`src/rtl/fifo_reader.sv`:
```
// Read-side drain for a router input FIFO: issues credit-limited reads, captures the
// one-cycle-late read data into a small skid buffer and presents it as a valid/ready stream.
`timescale 1ns/1ps

module fifo_reader #(
   parameter int DATA_WIDTH = 8,
   parameter int BUF_DEPTH  = 2,
   parameter int ID         = 0
) (
   input  logic                             clk_i,
   input  logic                             rst_ni,
   input  logic                             fifo_empty_i,
   input  logic [DATA_WIDTH-1:0]            fifo_data_i,
   output logic                             fifo_rd_en_o,
   output logic                             valid_o,
   output logic [DATA_WIDTH-1:0]            data_o,
   input  logic                             ready_i,
   output logic [$clog2(BUF_DEPTH+1)-1:0]   occupancy_o
);

   localparam int PW = $clog2(BUF_DEPTH);
   localparam int CW = $clog2(BUF_DEPTH+1);
   localparam logic [CW:0] DEPTH_C = (CW+1)'(BUF_DEPTH);

   if (BUF_DEPTH < 2 || (BUF_DEPTH & (BUF_DEPTH-1)) != 0) begin : g_bad_depth
      $error("fifo_reader[%0d]: BUF_DEPTH must be a power of two >= 2", ID);
   end

   logic                  pend_q, pend_d;
   logic [CW-1:0]         count_q, count_d;
   logic [PW-1:0]         wr_ptr_q, wr_ptr_d;
   logic [PW-1:0]         rd_ptr_q, rd_ptr_d;
   logic [DATA_WIDTH-1:0] mem_q [BUF_DEPTH];
   logic [DATA_WIDTH-1:0] mem_d [BUF_DEPTH];
   logic                  pop;
   logic [CW:0]           credit;

   assign valid_o     = (count_q != '0);
   assign data_o      = mem_q[rd_ptr_q];
   assign occupancy_o = count_q;

   always_comb begin
      pop    = valid_o && ready_i;
      // Occupancy one cycle from now, counting the read already in flight.
      credit = {1'b0, count_q} + (CW+1)'(pend_q) - (CW+1)'(pop);
      fifo_rd_en_o = rst_ni && !fifo_empty_i && (credit < DEPTH_C);

      pend_d   = fifo_rd_en_o;
      count_d  = credit[CW-1:0];
      wr_ptr_d = wr_ptr_q;
      rd_ptr_d = rd_ptr_q;
      mem_d    = mem_q;
      if (pend_q) begin
         mem_d[wr_ptr_q] = fifo_data_i;
         wr_ptr_d        = wr_ptr_q + PW'(1);
      end
      if (pop) begin
         rd_ptr_d = rd_ptr_q + PW'(1);
      end
   end

   always_ff @(posedge clk_i or negedge rst_ni) begin
      if (!rst_ni) begin
         pend_q   <= 1'b0;
         count_q  <= '0;
         wr_ptr_q <= '0;
         rd_ptr_q <= '0;
         for (int i = 0; i < BUF_DEPTH; i++) begin
            mem_q[i] <= '0;
         end
      end else begin
         pend_q   <= pend_d;
         count_q  <= count_d;
         wr_ptr_q <= wr_ptr_d;
         rd_ptr_q <= rd_ptr_d;
         mem_q    <= mem_d;
      end
   end

`ifndef SYNTHESIS
   a_count_bound : assert property (@(posedge clk_i) disable iff (!rst_ni)
      count_q <= CW'(BUF_DEPTH));
   a_no_overflow : assert property (@(posedge clk_i) disable iff (!rst_ni)
      !(pend_q && count_q == CW'(BUF_DEPTH) && !pop));
   a_no_underflow : assert property (@(posedge clk_i) disable iff (!rst_ni)
      !(fifo_rd_en_o && fifo_empty_i));
`endif

endmodule

```
`config.mk`:
```
export PLATFORM = sky130hd
export DESIGN_NAME = fifo_reader
export DESIGN_NICKNAME = d
export VERILOG_FILES = /design/src/rtl/fifo_reader.sv
export SDC_FILE = /design/constraint.sdc
export NUM_CORES = 1
export LEC_CHECK = 0
export ABC_AREA = 0
export CAP_MARGIN = 10
export CORE_MARGIN = 2
export CORE_UTILIZATION = 45
export CTS_CLUSTER_SIZE = 20
export DETAILED_ROUTE_END_ITERATION = 16
export GPL_TIMING_DRIVEN = 0
export HOLD_SLACK_MARGIN = 0.06
export PLACE_DENSITY = 0.78
export SLEW_MARGIN = 30
export SYNTH_ARGS = -nofsm -noshare
export SYNTH_HDL_FRONTEND = slang
export SYNTH_SLANG_ARGS = --single-unit
```
`constraint.sdc`:
```
create_clock -name clk_i -period 2.3 [get_ports clk_i]
set_input_delay 0.345 -clock clk_i [delete_from_list [all_inputs] [get_ports clk_i]]
set_output_delay 0.345 -clock clk_i [all_outputs]
set_load 0.01 [all_outputs]
```
* Word-level counts from Yosys, hierarchy flattened
Index checks and enable logic that the tools add are counted.
Cells by class: add/subtract/negate cells 4, $mul 0, divide/modulo/power cells 0, order comparisons 4, equal/unequal tests 0, shifts and indexed selects 0, muxes and demuxes 6, bitwise logic cells 2, reduce and logical (&&, ||, !) cells 6
Operators with widths (number):
- $mux W8 | 4
- $bwmux W16 | 1
- $demux W8 S1 | 1
- $ge A2 B2 Y1 const B | 2
- $logic_and A1 B1 Y1 | 4
- $not A1 Y2 | 2
- $add A2 B1 Y3 | 1
- $lt A3 B2 Y1 const B | 1
- $sub A3 B1 Y3 | 1
- $add A1 B1 Y1 const B | 2
- $lt A2 B1 Y1 const B | 1
- $reduce_bool A2 Y1 | 1
- $logic_not A1 Y1 | 1
Word-level totals: register bits after elaboration 21, latch bits 0, memory bits (writable) 0, bits in read-only memories 0, output and inout bits 12, memories kept 0

* Logic depth before layout (Yosys ltp)
depth in word-level cells 6, gate-level depth with buffers 7, depth with buffers taken out 7

* Worst setup path after synthesis
Ideal clock, no wire load.
path kind flip-flop to output port, from reg count_q[1], in the netlist occupancy_o[1], to out fifo_rd_en_o, arrival 2111 ps, data required time 1955 ps, path slack -156 ps, stages on the path, launching flop included 8, buffers on the path 0, cells stage by stage dfrtp_1 o21a_1 ha_1 inv_1 ha_1 fa_1 xnor2_1 nor4b_1
On the way: word-level cells in the longest chain between the ends 5, elaborated cells between the ends (all ways) 6
RTL lines:
- start, declared | line 30 | logic [CW-1:0] count_q, count_d;
- start signal, assigned | line 73 | count_q <= count_d;
- $reduce_bool A2 Y1 | line 38 | assign valid_o = (count_q != '0);
- $logic_and A1 B1 Y1 | line 43 | pop = valid_o && ready_i;
- via pop | line 35 | logic pop;
- $sub A3 B1 Y3 | line 45 | credit = {1'b0, count_q} + (CW+1)'(pend_q) - (CW+1)'(pop);
- $lt A3 B2 Y1 | line 46 | fifo_rd_en_o = rst_ni && !fifo_empty_i && (credit < DEPTH_C);
- $logic_and A1 B1 Y1 | line 46
- end, declared | line 14 | output logic fifo_rd_en_o,
The timed path passes the listed nets, and every way through them passes these cells.

* Worst setup path in the final report
from reg count_q[0], in the netlist occupancy_o[0], to out fifo_rd_en_o
On the way: word-level cells in the longest chain between the ends 5, elaborated cells between the ends (all ways) 6
RTL lines:
- $reduce_bool A2 Y1 | line 38
- $logic_and A1 B1 Y1 | line 43
- via pop | line 35
- $sub A3 B1 Y3 | line 45
- via credit[1] | line 36 | logic [CW:0] credit;
- $lt A3 B2 Y1 | line 46
- $logic_and A1 B1 Y1 | line 46
The timed path passes the listed nets, and every way through them passes these cells.

==> results.yml <==
place:
  portBuffers: 23
  postPlaceCellArea_mm2: 0.001241
  gp_congestion: 0.6672
  hpwl_um: 1181
  dp.cells: 112
layout:
  layoutNonFillerInstCount: 119
  diodes: 0
  fin_nets: 108
  layout_commonest_cell: "dfrtp_1"
  stdcell_area_mm2: 0.001285
  area_growth_pct: 32.35
  multi_input_area_um2: 422.9
  nFillCells: 152
  regArea_um2: 525.5
  layout_common_cells: "dfrtp_1, clkdlybuf4s50_1, mux2_2, mux2_4, inv_1"
  layout-drive-gt1-share_pct: 42.39
floorplan:
  start_util_pct: 48.50
  fp.dieH_um: 50.45
  coreArea_mm2: 0.002002
  ioPinCount: 24
  die_x_um: 50.45
  row_count: 16
  dieArea_mm2: 0.002545
worst_setup_path:
  critical_path_class: "reg -> out"
  start_kind: "register"
  worstPathArrival_ps: 2350
  cp.required_ps: 1960
  cp_max_fo: 2
  path_cells: "o21a_1 -> ha_1 -> inv_1 -> ha_2 -> fa_1 -> nor4b_2 -> buf_2"
  reg2reg_depth: 6
  end_kind: "primary output"
  cpMaxStageDelayCell: "fa_1"
  critPathMaxStageDelay_ps: 480
timing:
  setup_violations: 1
  min_period_ps: 2697
  post-route-period-util_pct: 117.2
  fin_ws_ps: -396.7
  skew_ps: 2.848
  whs_ps: 512.3
  slew_headroom_pct: 69.32
  slew_violations: 0
  tns_ps: -396.7
  clock.fmax_mhz: 370.8
  tightest_slew_ps: 460.2
  finalHoldViolations: 0
  rsz0062_at_grt: "true"
synth:
  synthDistinctLibCells: 15
  ys_top_cells_by_area: "dfrtp_1, mux2_2, mux2_4, ha_1, fa_1"
  ys_seq_area_share_pct: 54.12
  synth.avg_cell_area_um2: 15.66
  netlist_area_um2: 970.9
  synth_top_cell_area_share_pct: 54.12
  syn_inst: 62
  synth_warnings: 0
  synth_top_cell_by_area: "dfrtp_1"
  syn-num-nets: 77
  synth-seq-cells: 21
clock_network:
  htreeDepth: 1
  clockRootBuffer: "clkbuf_4"
  cts_tree: "built"
  cts.clk_slew.worst_paths_ps: 110
  cts_inserted_buffers: 3
  clk_latency_ps: 310
  clock_path_buffers: 2
  clock-sinks: 21
job:
  timing.max_cap.violations: 0
drt:
  via_per_inst: 4.950
  dr.pass1.iters: 4
  drc: 0
  wl_per_cell_um: 14.49
  drt-total-wl_um: 1724
  drt_iter0_markers: 5
  ant_nets: 0
  vias: 589
hold_path:
  min_path_type: "in -> async"
run_status:
  failed_checks: "negative setup slack"
  outcome: "complete, but fails checks"
power:
  ir_worst_vdd_uv: 825.6
  p_leak_uw: 0.0005681
  p_per_area_mw_per_mm2: 1424
global_route:
  grt.overflow.total: 0
  grt_antenna_before_repair: 0
  grt_pass1_wl_um: 2967
  grt_max_degree: 23
  gr-usage-all-layers_pct: 15.93
  first_global_vias: 665
[critical path: cells and delay by family (launching register included)]
family                     cells  cell delay [ps]
adders and majority gates      3              910
DFF                            1              390
and+or+nand+nor                1              300
AOI/OAI and AO/OA              1              220
buffers and inverters          2              220
[cell families after synthesis]
logic type	count (synthesis)	synth area share, %
AND/OR/NAND/NOR	4	3.609
adder cells (fa/ha/maj)	3	4.639
XOR/XNOR	3	2.707
multiplexers	24	30.93
AO/OA/AOI/OAI	1	0.7735
flip-flops	21	54.12
buffers and inverters	6	3.221
[what timing repair did]
action	in CTS	in global routing
buffers inserted	2	0
hold buffers	0	1
endpoints found under the setup margin	1	1
pin swaps	1	1
resized for setup	6	0
endpoints found under the hold margin	0	21
[final cells by class]
cell class | instances | share of cell area, %
repair buffers | 26 | 18.99
inverters | 4 | 1.168
multi-input cells | 35 | 32.91
flip-flops and latches | 21 | 40.90
clock buffers | 3 | 1.753
clock inverters | 1 | 0.3895
well taps | 27 | 2.629
plain buffers | 2 | 1.266
[worst paths after layout]
path                                     start           end  slack, ps
worst max-delay path            occupancy_o[0]  fifo_rd_en_o       -400
worst min-delay path                    rst_ni      mem_q[2]        510
worst min register to register        mem_q[1]      mem_q[1]        510
max in group asynchronous               rst_ni      mem_q[1]       1470
worst max register to register  occupancy_o[0]        pend_q        340
min in group clk_i                    mem_q[1]      mem_q[1]        510
[state kept, by name, summed over array words and instances, names as in the netlist]
register / count
mem_q: 16
occupancy_o: 2
pend_q: 1
rd_ptr_q: 1
wr_ptr_q: 1
[synth_stat cells (all sizes together)]
master   n
dfrtp   21
nand2    1
nor4b    1
xnor2    1
ha       2
inv      4
o21a     1
buf      2
mux2    24
fa       1
nor2b    1
or2      1
xor2     2
[per-stage QoR]
step	util (%)	power, µW	worst slack [ps]
after global placement	62.00	1612	-800.8
after floorplan	-	1254	-6.439
final	64.19	1830	-396.7
after detailed placement	62.00	1643	-840.7
after global routing	64.19	1970	-543.5
after CTS	63.94	1852	-452.3
[report_power, final]
part / internal (µW) / total (µW) / switching (µW)
sequential: 557 / 658 / 101
combinational: 633 / 997 / 363
clock: 65.0 / 176 / 111
total: 1250 / 1830 / 575
[per-layer routing]
layer  vias to the layer above  track usage [%]  wire length [µm]
li1                        270                -                 -
met2                        23            26.75               848
met5                         -                0                 0
met3                         3            2.976               101
met4                         0            8.108                33
met1                       293            19.53               740
Note: power is estimated with default switching activity, not from simulation.
